File: src/rtl/fifo_arb_pkg.sv
`default_nettype none
// ============================================================================
//  Module   : fifo_arb_pkg
//  Purpose  : Shared types and default constants for the FIFO write-port
//             round-robin arbiter.
//  Revision : 1.0 - initial release
// ============================================================================
package fifo_arb_pkg;

   // Arbiter FSM encoding
   typedef enum logic [0:0] {
      ST_IDLE  = 1'b0,
      ST_BURST = 1'b1
   } state_t;

   // Default parameter values
   localparam int DEF_NUM_REQ   = 4;
   localparam int DEF_WIDTH     = 8;
   localparam int DEF_MAX_BURST = 4;

endpackage : fifo_arb_pkg
`default_nettype wire

File: src/rtl/fifo_wr_arbiter_rr_pick.sv
`default_nettype none
// ============================================================================
//  Module   : rr_pick
//  Purpose  : Combinational round-robin picker. Returns the first set request
//             bit strictly after 'last', wrapping around to bit 0.
//  Revision : 1.0 - initial release
// ============================================================================
module rr_pick
#(
   parameter int NUM_REQ = 4,
   parameter int IDX_W   = $clog2(NUM_REQ)
)
(
   input  logic [NUM_REQ-1:0] req,
   input  logic [IDX_W-1:0]   last,
   output logic               valid,
   output logic [IDX_W-1:0]   idx
);

   logic [NUM_REQ-1:0] mask;
   logic [NUM_REQ-1:0] req_hi;

   // Mask keeps only requesters above the last owner; those win first.
   always_comb begin
      mask = '0;
      for (int i = 0; i < NUM_REQ; i++) begin
         mask[i] = (i > int'(last));
      end
      req_hi = req & mask;
   end

   // Lowest set bit of the masked vector, else lowest set bit overall (wrap).
   always_comb begin
      valid = |req;
      idx   = '0;
      if (|req_hi) begin
         for (int i = NUM_REQ - 1; i >= 0; i--) begin
            if (req_hi[i]) idx = IDX_W'(i);
         end
      end else begin
         for (int i = NUM_REQ - 1; i >= 0; i--) begin
            if (req[i]) idx = IDX_W'(i);
         end
      end
   end

endmodule : rr_pick
`default_nettype wire

File: src/rtl/fifo_wr_arbiter.sv
`default_nettype none
// ============================================================================
//  Module   : fifo_wr_arbiter
//  Purpose  : Round-robin burst arbiter sharing one FIFO write port between
//             NUM_REQ requesters. Honours the FIFO full flag, so it never
//             writes into a full FIFO. One fixed idle cycle between grants.
//  Revision : 1.0 - initial release
// ============================================================================
module fifo_wr_arbiter
   import fifo_arb_pkg::*;
#(
   parameter int NUM_REQ   = DEF_NUM_REQ,
   parameter int WIDTH     = DEF_WIDTH,
   parameter int MAX_BURST = DEF_MAX_BURST,
   parameter int IDX_W     = $clog2(NUM_REQ)
)
(
   input  logic                     clk,
   input  logic                     res,
   input  logic [NUM_REQ-1:0]       req,
   input  logic [NUM_REQ*WIDTH-1:0] req_data,
   output logic [NUM_REQ-1:0]       gnt,
   input  logic                     full,
   output logic                     wr_en,
   output logic [WIDTH-1:0]         wdata,
   output logic [IDX_W-1:0]         owner,
   output logic                     busy
);

   localparam int                CNT_W     = (MAX_BURST > 1) ? $clog2(MAX_BURST) : 1;
   localparam logic [CNT_W-1:0]  LAST_BEAT = CNT_W'(MAX_BURST - 1);
   localparam logic [IDX_W-1:0]  LAST_INIT = IDX_W'(NUM_REQ - 1);
   localparam logic [NUM_REQ-1:0] ONE_HOT0 = NUM_REQ'(1);

   state_t               state_q, state_d;
   logic [NUM_REQ-1:0]   gnt_q, gnt_d;
   logic [IDX_W-1:0]     owner_q, owner_d;
   logic [IDX_W-1:0]     last_q, last_d;
   logic [CNT_W-1:0]     beat_cnt_q, beat_cnt_d;

   logic                 pick_valid;
   logic [IDX_W-1:0]     pick_idx;
   logic [WIDTH-1:0]     slice [NUM_REQ];
   logic                 owner_req;
   logic [WIDTH-1:0]     owner_data;
   logic                 in_burst;
   logic                 accept;

   // Split the flat requester data bus into per-requester words.
   generate
      for (genvar i = 0; i < NUM_REQ; i++) begin : g_slice
         assign slice[i] = req_data[i*WIDTH +: WIDTH];
      end
   endgenerate

   rr_pick #(
      .NUM_REQ (NUM_REQ),
      .IDX_W   (IDX_W)
   ) u_pick (
      .req   (req),
      .last  (last_q),
      .valid (pick_valid),
      .idx   (pick_idx)
   );

   // Select the current owner's request and data word.
   always_comb begin
      owner_req  = 1'b0;
      owner_data = '0;
      for (int i = 0; i < NUM_REQ; i++) begin
         if (owner_q == IDX_W'(i)) begin
            owner_req  = req[i];
            owner_data = slice[i];
         end
      end
   end

   // A beat is consumed only while bursting, requested and the FIFO has room.
   assign in_burst = (state_q == ST_BURST);
   assign accept   = in_burst & owner_req & ~full;
   assign wr_en    = accept;
   assign wdata    = accept ? owner_data : '0;
   assign gnt      = gnt_q;
   assign owner    = owner_q;
   assign busy     = in_burst;

   // Next-state: arbitrate in IDLE, count beats and decide release in BURST.
   always_comb begin
      state_d    = state_q;
      gnt_d      = gnt_q;
      owner_d    = owner_q;
      last_d     = last_q;
      beat_cnt_d = beat_cnt_q;
      case (state_q)
         ST_IDLE: begin
            if (pick_valid) begin
               state_d    = ST_BURST;
               gnt_d      = ONE_HOT0 << pick_idx;
               owner_d    = pick_idx;
               beat_cnt_d = '0;
            end
         end
         ST_BURST: begin
            // Release on last beat or when the owner withdraws (even if stalled).
            if (!owner_req || (accept && (beat_cnt_q == LAST_BEAT))) begin
               state_d    = ST_IDLE;
               gnt_d      = '0;
               last_d     = owner_q;
               beat_cnt_d = '0;
            end else if (accept) begin
               beat_cnt_d = beat_cnt_q + CNT_W'(1);
            end
         end
         default: begin
            state_d = ST_IDLE;
            gnt_d   = '0;
         end
      endcase
   end

   // State registers with asynchronous reset; last starts at NUM_REQ-1 so
   // requester 0 has first priority.
   always_ff @(posedge clk or posedge res) begin
      if (res) begin
         state_q    <= ST_IDLE;
         gnt_q      <= '0;
         owner_q    <= '0;
         last_q     <= LAST_INIT;
         beat_cnt_q <= '0;
      end else begin
         state_q    <= state_d;
         gnt_q      <= gnt_d;
         owner_q    <= owner_d;
         last_q     <= last_d;
         beat_cnt_q <= beat_cnt_d;
      end
   end

endmodule : fifo_wr_arbiter
`default_nettype wire

File: config.mk
export PLATFORM = sky130hd
export DESIGN_NAME = fifo_wr_arbiter
export DESIGN_NICKNAME = d
export VERILOG_FILES = /design/src/rtl/fifo_arb_pkg.sv /design/src/rtl/fifo_wr_arbiter_rr_pick.sv /design/src/rtl/fifo_wr_arbiter.sv
export SDC_FILE = /design/constraint.sdc
export NUM_CORES = 1
export LEC_CHECK = 0
export ABC_AREA = 1
export BUFFER_PORTS_ARGS = -buffer_cell sky130_fd_sc_hd__buf_2
export CELL_PAD_IN_SITES_DETAIL_PLACEMENT = 0
export CELL_PAD_IN_SITES_GLOBAL_PLACEMENT = 1
export CORE_ASPECT_RATIO = 0.7
export CORE_MARGIN = 2
export CORE_UTILIZATION = 29
export CTS_BUF_LIST = sky130_fd_sc_hd__clkbuf_2
export DETAILED_ROUTE_END_ITERATION = 16
export MAX_ROUTING_LAYER = met4
export PLACE_DENSITY_LB_ADDON = 0.1
export SYNTH_ARGS = -nofsm -noshare
export SYNTH_HDL_FRONTEND = slang
export SYNTH_SLANG_ARGS = --single-unit
File: constraint.sdc
create_clock -name clk -period 1.5 [get_ports clk]
set_input_delay 0.225 -clock clk [delete_from_list [all_inputs] [get_ports clk]]
set_output_delay 0.225 -clock clk [all_outputs]
set_load 0.02 [all_outputs]
==> qor.yml, run 1 <==
status: "finished, violations left"
violations: "negative setup slack"
netlist_area_sq_um: 950
cts-buffers-inserted: 3
reg2reg_from: "owner[1]"
critPathKind: "reg -> out"
crit_chain: "buf_6 -> nand2_4 -> inv_4 -> nand2_4 -> nand2_4 -> nand2_4 -> nor2_8 -> inv_8 -> a21oi_4 -> buf_6"
syn_area_per_cell_sq_um: 6.78
drive_above_1_share_pct: 51.4
core_sq_mm: 0.00315
layoutNonFillerInstCount: 252
fin_crit_sh_pct: 123
hpwl_um: 2450
clk_latency_ns: 0.26
synth_most_common_cell: "nand2_1"
std_cell_rows: 17
rr_worst_depth: 10
synth_top_area_share_pct: 23.7
drc: 0
yosys.area.top_type: "dfrtp_1"
maxSlewViolCount: 0
p_per_area_mw_per_mm2: 2010
h-tree-depth: 1
initialDrtViolationCount: 18
cts_root_buf: "clkbuf_2"
whs_path_depth: 6
tightestPinTransition_ns: 0.448
diodes: 0
vias: 1190
ant_nets: 0
viasPerCell: 4.72
synthArstFlopShare_pct: 100
start_kind: "register"
yosysWarningCount: 0
seqPwrFrac_pct: 18.8
setup_viol: 9
hold_viol_final: 0
slowest_stage: "dfrtp_2"
io_pins: 55
p_sw_share_pct: 51.1
required_ns: 1.27
die-area_sq_mm: 0.00376
cts_buffer_depth: 2
die_w_um: 72.4
hp-class: "in -> reg"
worst_setup_path_end_kind: "output port"
rsz0062_at_grt: "yes"
relSlewSlack_pct: 70.1
synth_flop_cell: "dfrtp_1"
wl_um: 3000
seq_area_frac_synth_pct: 29.2
drt_first_pass_iters: 5
r2r_end: "gnt[0]"
crit_path_max_incr_delay_ns: 0.46
grt_use_total_pct: 17.6
p_clk_share_pct: 5.3
antenna_found_initial: 0
leakagePower_nw: 0.831
clk_pin_slew_ns: 0.10
grt_pass1_vias: 1118
vdd_ir_drop_max_uv: 832
cts_sinks: 11
synth_nets: 180
grt_max_degree: 12
dp_cells: 243
p_switching_mw: 1.65
synth_edf_count: 0
grt_pass1_wl_um: 5020
hold_end: "gnt[3]"
share_comb_of_total_power_pct: 75.9
tritoncts: "done"
setup_slack_ns: -0.339
power.internal_mw: 1.58
maxCapViolCount: 0
cp_common_cell: "nand2_4"
die_height_um: 51.9
netlist_top_cells_area: "dfrtp_1 24%, nand2_1 17%, o21ai_0 12%, nand3_1 9.5%, dfstp_2 5.5%"
ys_top_cells_by_count: "44 x nand2_1, 22 x o21ai_0, 18 x nand3_1"
min_period_ns: 1.84
crit_fanout: 8
syn_inst: 140
synth_seq_cells: 11
synthToLayoutAreaGrowth_pct: 68.9
worst_clock_skew_ns: 0.00236
routabilityCongestion: 0.875
overflow: 0
wl_per_cell_um: 11.9
max_freq_mhz: 544
portBuffers: 54
start_util_pct: 30.2
worst_hold_slack_ns: 0.430
fin_nets: 255
reg2reg_slack_ns: 0.09
min_from: "req[0]"
critPathArrivalTime_ns: 1.61
ys_types: 26
==> power by group through the flow <==
stage	Combinational, mW	Clock, mW	Sequential, mW
final	2.45	0.170	0.606
after detailed placement	2.12	0	0.595
after global placement	2.09	0	0.588
after global routing	2.70	0.196	0.628
after CTS	2.21	0.181	0.594
after floorplan	1.36	0	0.662
==> kinds of logic after synthesis <==
group	count (synthesis)	synth area share, %
buffers and inverters	16	7.64
flip-flops	11	29.2
adder cells (fa/ha/maj)	1	1.32
AND/OR/NAND/NOR	77	37.9
AO/OA/AOI/OAI	35	23.8
==> cells in the final DEF (no fill, tap or decap) <==
master and instances:
buf_2 46, inv_4 3, dfstp_2 2, a21oi_1 2, nor2_1 6, inv_1 8, dfrtp_2 2, nand3_4 1
inv_8 1, ha_1 1, dlygate4sd3_1 1, buf_4 15, o21ai_1 6, o31ai_1 1, clkbuf_2 4, nand3_2 3
nand2_1 40, dfrtp_1 7, nor2_4 2, a31oi_2 1, nand2_4 4, buf_6 12, a21boi_1 1, o21ai_2 3
o21ai_0 14, nor2_8 1, nand3_1 15, o211ai_4 1, nand2_2 3, or2_1 1, a21oi_4 6, nor3_1 1
==> how the worst max path moves through the flow <==
stage,start,end,slack (ns),depth (start not counted)
after detailed placement,owner[1],wdata[3],-0.14,9
after CTS,owner[0],wdata[3],-0.35,9
after global routing,owner[1],wdata[5],-0.47,10
final,owner[1],wdata[3],-0.34,10
after global placement,owner[1],wdata[3],-0.08,9
after floorplan,owner[1],wdata[2],-0.15,8
==> registers in the layout (all words and copies together), names as in the netlist <==
| signal | cells |
|---|---|
| busy | 1 |
| owner | 2 |
| gnt | 4 |
| last_q | 2 |
| beat_cnt_q | 2 |
==> per-layer routing <==
layer  track usage (%)  part of all wire (%)  vias to the layer above
met5                 -                     0                        -
met3              4.84                   5.4                        0
met1              23.9                    50                      542
li1                  -                     -                      617
met2              27.8                    45                       31
met4             0.926                     0                        0
==> critical path: cells and delay by family, from the launching register on <==
family / cells / cell delay, ns
buffers and inverters: 4 / 0.41
AND/OR/NAND/NOR: 5 / 0.35
AO/OA/AOI/OAI: 1 / 0.13
flip-flops: 1 / 0.46
==> what timing repair did <==
item | in CTS | in global routing
pin swaps | 1 | 1
buffers inserted | 0 | 5
endpoints found under the hold margin | 9 | 0
hold buffers | 1 | 0
endpoints found under the setup margin | 17 | 17
resized for setup | 18 | 26
==> area by class of cell <==
type / count / area (sq um)
fill: 320 / 1540
multi-input combinational: 113 / 708
timing repair buffer: 74 / 488
sequential: 11 / 280
inverter: 12 / 60.1
tap: 38 / 47.5
clock buffer: 4 / 20.0
==> through the flow <==
stage | util (%) | total power, mW | setup slack (ns) | instance area [sq um] | setup TNS (ns)
2_1_floorplan | - | 2.03 | -0.149 | 1020 | -1.12
3_3_place_gp | 45.2 | 2.68 | -0.0753 | 1420 | -0.569
3_5_place_dp | 45.2 | 2.71 | -0.135 | 1420 | -1.08
4_1_cts | 47.5 | 2.99 | -0.354 | 1490 | -2.97
5_1_grt | 51.0 | 3.52 | -0.469 | 1600 | -4.05
6_report | 51.0 | 3.23 | -0.339 | 1600 | -2.83
No activity file was read; power rests on OpenSTA's default activity.
==> inputs of run 2 (changes only) <==
--- a/config.mk
+++ b/config.mk
@@ -16,6 +16,7 @@
 export DETAILED_ROUTE_END_ITERATION = 16
 export MAX_ROUTING_LAYER = met4
 export PLACE_DENSITY_LB_ADDON = 0.1
+export RECOVER_POWER = 50
 export SYNTH_ARGS = -nofsm -noshare
 export SYNTH_HDL_FRONTEND = slang
 export SYNTH_SLANG_ARGS = --single-unit
==> qor.yml, run 2 (same netlist as run 1, synthesis figures left out) <==
relSlewSlack_pct: 70.1  # unchanged
setup_viol: 9  # unchanged
cp_common_cell: "nand2_4"  # unchanged
critPathTopFamily: "flip-flops"  # unchanged
die-area_sq_mm: 0.00376  # unchanged
met1_usage_pct: 23.9  # unchanged
min_period_ns: 1.84  # about the same
total_power_mw: 3.22  # was 3.23 mW
die_w_um: 72.4  # unchanged
portBuffers: 54  # unchanged
cp-startpoint: "owner[1]"  # unchanged
max_freq_mhz: 543  # was 544 MHz
worst_clock_skew_ns: 0.000344  # was 0.00236 ns
cts-buffers-inserted: 3  # unchanged
die_height_um: 51.9  # unchanged
crit_chain: "buf_6 -> nand2_4 -> inv_4 -> nand2_4 -> nand2_4 -> nand2_4 -> nor2_8 -> inv_8 -> a21oi_4 -> buf_6"  # unchanged
start_util_pct: 30.2  # unchanged
setup_slack_ns: -0.343  # was -0.339 ns
reg2reg_from: "owner[1]"  # unchanged
cts_buffer_depth: 2  # unchanged
tightestPinTransition_ns: 0.448  # unchanged
fin_crit_sh_pct: 123  # about the same
routabilityCongestion: 0.875  # unchanged
grt_use_total_pct: 17.6  # unchanged
largest_register_ffs: 4  # unchanged
critPathArrivalTime_ns: 1.62  # was 1.61 ns
crit_cells: 10  # unchanged
layout_common_cells: "43 x buf_2, 40 x nand2_1, 15 x nand3_1, 15 x buf_4, 14 x o21ai_0"  # was 46 x buf_2, 40 x nand2_1, 15 x nand3_1, 15 x buf_4, 14 x o21ai_0
h-tree-depth: 1  # unchanged
slowest_stage: "dfrtp_2"  # unchanged
maxCapViolCount: 0  # unchanged
antenna_found_initial: 0  # unchanged
initialDrtViolationCount: 18  # unchanged
wl_um: 3000  # about the same
ant_nets: 0  # unchanged
clk_pin_slew_ns: 0.11  # was 0.10 ns
whs_path_depth: 6  # unchanged
placed_area_sq_mm: 0.00142  # unchanged
hpwl_um: 2450  # unchanged
drc: 0  # unchanged
crit_fanout: 8  # unchanged
worst_hold_slack_ns: 0.427  # was 0.430 ns
cts_root_buf: "clkbuf_2"  # unchanged
design_area_sq_mm: 0.00160  # about the same
fin_nets: 255  # unchanged
start_kind: "register"  # unchanged
fin_setup_tns_ns: -2.86  # was -2.83 ns
met2_usage_pct: 27.8  # unchanged
cp-endpoint: "wdata[3]"  # unchanged
grt_pass1_wl_um: 5020  # unchanged
violations: "negative setup slack"  # unchanged
crit_path_max_incr_delay_ns: 0.46  # about the same
p_per_area_mw_per_mm2: 2010  # about the same
drive_above_1_share_pct: 50.0  # was 51.4%
io_pins: 55  # unchanged
synthToLayoutAreaGrowth_pct: 68.5  # was 68.9%
post-route-util_pct: 50.8  # was 51.0%
rr_worst_depth: 10  # unchanged
clk_latency_ns: 0.26  # about the same
viasPerCell: 4.72  # unchanged
required_ns: 1.27  # about the same
reg2reg_slack_ns: 0.09  # about the same
diodes: 0  # unchanged
leakagePower_nw: 0.819  # was 0.831 nW
rsz0062_at_grt: "yes"  # unchanged
core_sq_mm: 0.00315  # unchanged
wl_per_cell_um: 11.9  # about the same
critPathKind: "reg -> out"  # unchanged
grt_pass1_vias: 1118  # unchanged
vdd_ir_drop_max_uv: 832  # about the same
worst-path-buf-inv: 4  # unchanged
use_met3_pct: 4.84  # unchanged
status: "finished, violations left"  # unchanged
worst_setup_path_end_kind: "output port"  # unchanged
cts_sinks: 11  # unchanged
grt_max_degree: 12  # unchanged
grt-busiest-layer: "met2"  # unchanged
hp-class: "in -> reg"  # unchanged
final_common_cell: "buf_2"  # unchanged
r2r_end: "gnt[0]"  # unchanged
vias: 1190  # unchanged
hold_viol_final: 0  # unchanged
overflow: 0  # unchanged
tritoncts: "done"  # unchanged
maxSlewViolCount: 0  # unchanged
drt_first_pass_iters: 5  # unchanged
std_cell_rows: 17  # unchanged
run 2: final cells by class:
cell class / count / area, sq um
clock buffer: 4 / 20.0
fill: 322 / 1550
inverter: 12 / 60.1
multi-input combinational: 113 / 708
sequential: 11 / 280
tap: 38 / 47.5
timing repair buffer: 74 / 484
run 2: through the flow:
step,instances,setup slack [ns]
final,252,-0.343
after global routing,252,-0.469
after CTS,248,-0.354
after detailed placement,243,-0.135
after global placement,243,-0.0753
after floorplan,140,-0.149
run 2: timing repair:
item,CTS,global route
buffers inserted,0,5
setup endpoints to repair,17,17
pin swaps,1,1
gates resized for setup,18,26
hold buffers,1,0
endpoints found under the hold margin,9,0
run 2: worst min-delay path: stages:
cell and delay [ns]:
buf_2 0.09, inv_1 0.06, nand2_1 0.06, a21boi_1 0.07, nand3_1 0.10, nand2_1 0.06
run 2: how the worst min path moves through the flow:
stage	slack (ns)	end	from
after global placement	0.24	busy	res
after floorplan	0.08	beat_cnt_q[0]	res
after CTS	0.40	gnt[3]	req[0]
final	0.43	gnt[3]	req[0]
after detailed placement	0.25	gnt[1]	res
after global routing	0.44	last_q[0]	full
run 2: metal layers:
layer | wire length, um | up-vias
met4 | 0 | 0
met3 | 160 | 0
met2 | 1340 | 31
met5 | 0 | -
li1 | - | 617
met1 | 1500 | 542
run 2: report_power, final:
| part | total (mW) | switching [mW] | internal [mW] |
|---|---|---|---|
| clock | 0.171 | 0.100 | 0.0708 |
| combinational | 2.44 | 1.40 | 1.04 |
| sequential | 0.607 | 0.150 | 0.457 |
==> inputs of run 3 (changes only) <==
--- a/config.mk
+++ b/config.mk
@@ -9,7 +9,7 @@
 export BUFFER_PORTS_ARGS = -buffer_cell sky130_fd_sc_hd__buf_2
 export CELL_PAD_IN_SITES_DETAIL_PLACEMENT = 0
 export CELL_PAD_IN_SITES_GLOBAL_PLACEMENT = 1
-export CORE_ASPECT_RATIO = 0.7
+export CORE_ASPECT_RATIO = 0.5
 export CORE_MARGIN = 2
 export CORE_UTILIZATION = 29
 export CTS_BUF_LIST = sky130_fd_sc_hd__clkbuf_2
==> qor.yml, run 3 (same netlist as run 1, synthesis figures left out) <==
status: "finished, violations left"  # unchanged
violations: "negative setup slack"  # unchanged
fin_nets: 257  # was 255
grt_pass1_wl_um: 4690  # was 5020 um
reg2reg_slack_ns: 0.08  # was 0.09 ns
cts-buffers-inserted: 3  # unchanged
layout_common_cells: "42 x nand2_1, 42 x buf_2, 18 x buf_4"  # was 43 x buf_2, 40 x nand2_1, 15 x nand3_1, 15 x buf_4, 14 x o21ai_0
highest_layer: "met4"  # was met3
vias: 1173  # was 1190
start_kind: "register"  # unchanged
drt_first_pass_iters: 4  # was 5
clk_latency_ns: 0.26  # about the same
hpwl_um: 2260  # was 2450 um
cts_buffer_depth: 2  # unchanged
start_util_pct: 31.0  # was 30.2%
antenna_found_initial: 0  # unchanged
grt_pass1_vias: 1099  # was 1118
hp-class: "in -> reg"  # unchanged
min_period_ns: 1.88  # was 1.84 ns
reg2reg_from: "owner[1]"  # unchanged
max_freq_mhz: 531  # was 543 MHz
post-route-util_pct: 52.5  # was 50.8%
p_per_area_mw_per_mm2: 2000  # was 2010 mW/mm^2
tightestPinTransition_ns: 0.424  # was 0.448 ns
setup_slack_ns: -0.383  # was -0.343 ns
drc: 0  # unchanged
synthToLayoutAreaGrowth_pct: 69.4  # was 68.5%
met3WireLength_um: 185  # was 160 um
clk_pin_slew_ns: 0.11  # about the same
initialDrtViolationCount: 22  # was 18
std_cell_rows: 14  # was 17
grt_max_degree: 12  # unchanged
routabilityCongestion: 0.774  # was 0.875
crit_fanout: 8  # unchanged
die_height_um: 44.5  # was 51.9 um
wl_um: 2830  # was 3000 um
relSlewSlack_pct: 71.7  # was 70.1%
grt_use_total_pct: 16.0  # was 17.6%
cts_sinks: 11  # unchanged
die-area_sq_mm: 0.00378  # was 0.00376 sq mm
wl_per_cell_um: 11.1  # was 11.9 um
cp-startpoint: "owner[1]"  # unchanged
rr_worst_depth: 8  # was 10
cts_root_buf: "clkbuf_2"  # unchanged
dp_worst_setup_slack_ns: -0.137  # was -0.135 ns
diodes: 0  # unchanged
largest_register_ffs: 4  # unchanged
core_sq_mm: 0.00307  # was 0.00315 sq mm
layoutNonFillerInstCount: 256  # was 252
fin_setup_tns_ns: -3.17  # was -2.86 ns
h-tree-depth: 1  # unchanged
io_pins: 55  # unchanged
portBuffers: 54  # unchanged
required_ns: 1.27  # about the same
vdd_ir_drop_max_uv: 846  # was 832 uV
critPathArrivalTime_ns: 1.66  # was 1.62 ns
hold_viol_final: 0  # unchanged
wl_met1_um: 1380  # was 1500 um
maxSlewViolCount: 0  # unchanged
cp-endpoint: "wdata[7]"  # was wdata[3]
ant_nets: 0  # unchanged
critPathKind: "reg -> out"  # unchanged
met2_length_um: 1250  # was 1340 um
total_power_mw: 3.23  # was 3.22 mW
tritoncts: "done"  # unchanged
rsz0062_at_grt: "yes"  # unchanged
overflow: 0  # unchanged
worst_clock_skew_ns: 0.00385  # was 0.000344 ns
worst_setup_path_end_kind: "output port"  # unchanged
leakagePower_nw: 0.814  # was 0.819 nW
dp_cells: 247  # was 243
drive_above_1_share_pct: 49.1  # was 50.0%
viasPerCell: 4.58  # was 4.72
fin_crit_sh_pct: 126  # was 123%
setup_viol: 9  # unchanged
die_w_um: 84.9  # was 72.4 um
maxCapViolCount: 0  # unchanged
r2r_end: "beat_cnt_q[0]"  # was gnt[0]
[run 3: layer usage]
layer	vias up	global-route usage (%)
met4	0	4.76
met2	34	26.1
li1	624	-
met3	2	3.54
met5	-	-
met1	513	20.2
[run 3: stage by stage]
step	area, sq um	hold slack, ns
final	1610	0.400
after global routing	1610	0.421
after CTS	1570	0.404
after detailed placement	1440	0.243
after global placement	1440	0.234
after floorplan	1020	0.0759
[run 3: worst min path at each step]
| stage | from | end | slack, ns | cells past startpoint |
|---|---|---|---|---|
| floorplan | res | beat_cnt_q[0] | 0.08 | 1 |
| global placement | res | beat_cnt_q[0] | 0.23 | 2 |
| detailed placement | res | gnt[1] | 0.24 | 2 |
| CTS | req[0] | gnt[3] | 0.40 | 6 |
| global route | req[0] | gnt[3] | 0.42 | 6 |
| finish | full | last_q[0] | 0.40 | 4 |
[run 3: report_power, final]
group	switching (mW)	leakage [nW]	internal, mW	total (mW)
sequential	0.140	0.133	0.457	0.596
clock	0.103	0.0166	0.0708	0.174
combinational	1.39	0.664	1.07	2.46
total	1.63	0.814	1.59	3.23
[run 3: worst max-delay path, stage by stage, from the launching register on]
cell and delay [ns]:
dfrtp_2 0.46, buf_6 0.13, o21ai_4 0.11, nand3_2 0.09, nand2_4 0.09, nand2_4 0.07, nor2_8 0.12, inv_8 0.08
a21oi_4 0.12, buf_6 0.13
[run 3: area by class of cell]
type | instances | area, sq um
Sequential cell | 11 | 280
Tap cell | 40 | 50.0
Timing Repair Buffer | 76 | 502
Inverter | 12 | 58.8
Clock buffer | 4 | 20.0
Multi-Input combinational cell | 113 | 698
Fill cell | 312 | 1460
[run 3: timing repair]
action,CTS,global route
buffers inserted,4,1
pin swaps,3,2
setup endpoints to repair,17,18
endpoints found under the hold margin,9,0
gates resized for setup,25,14
hold buffers,1,0
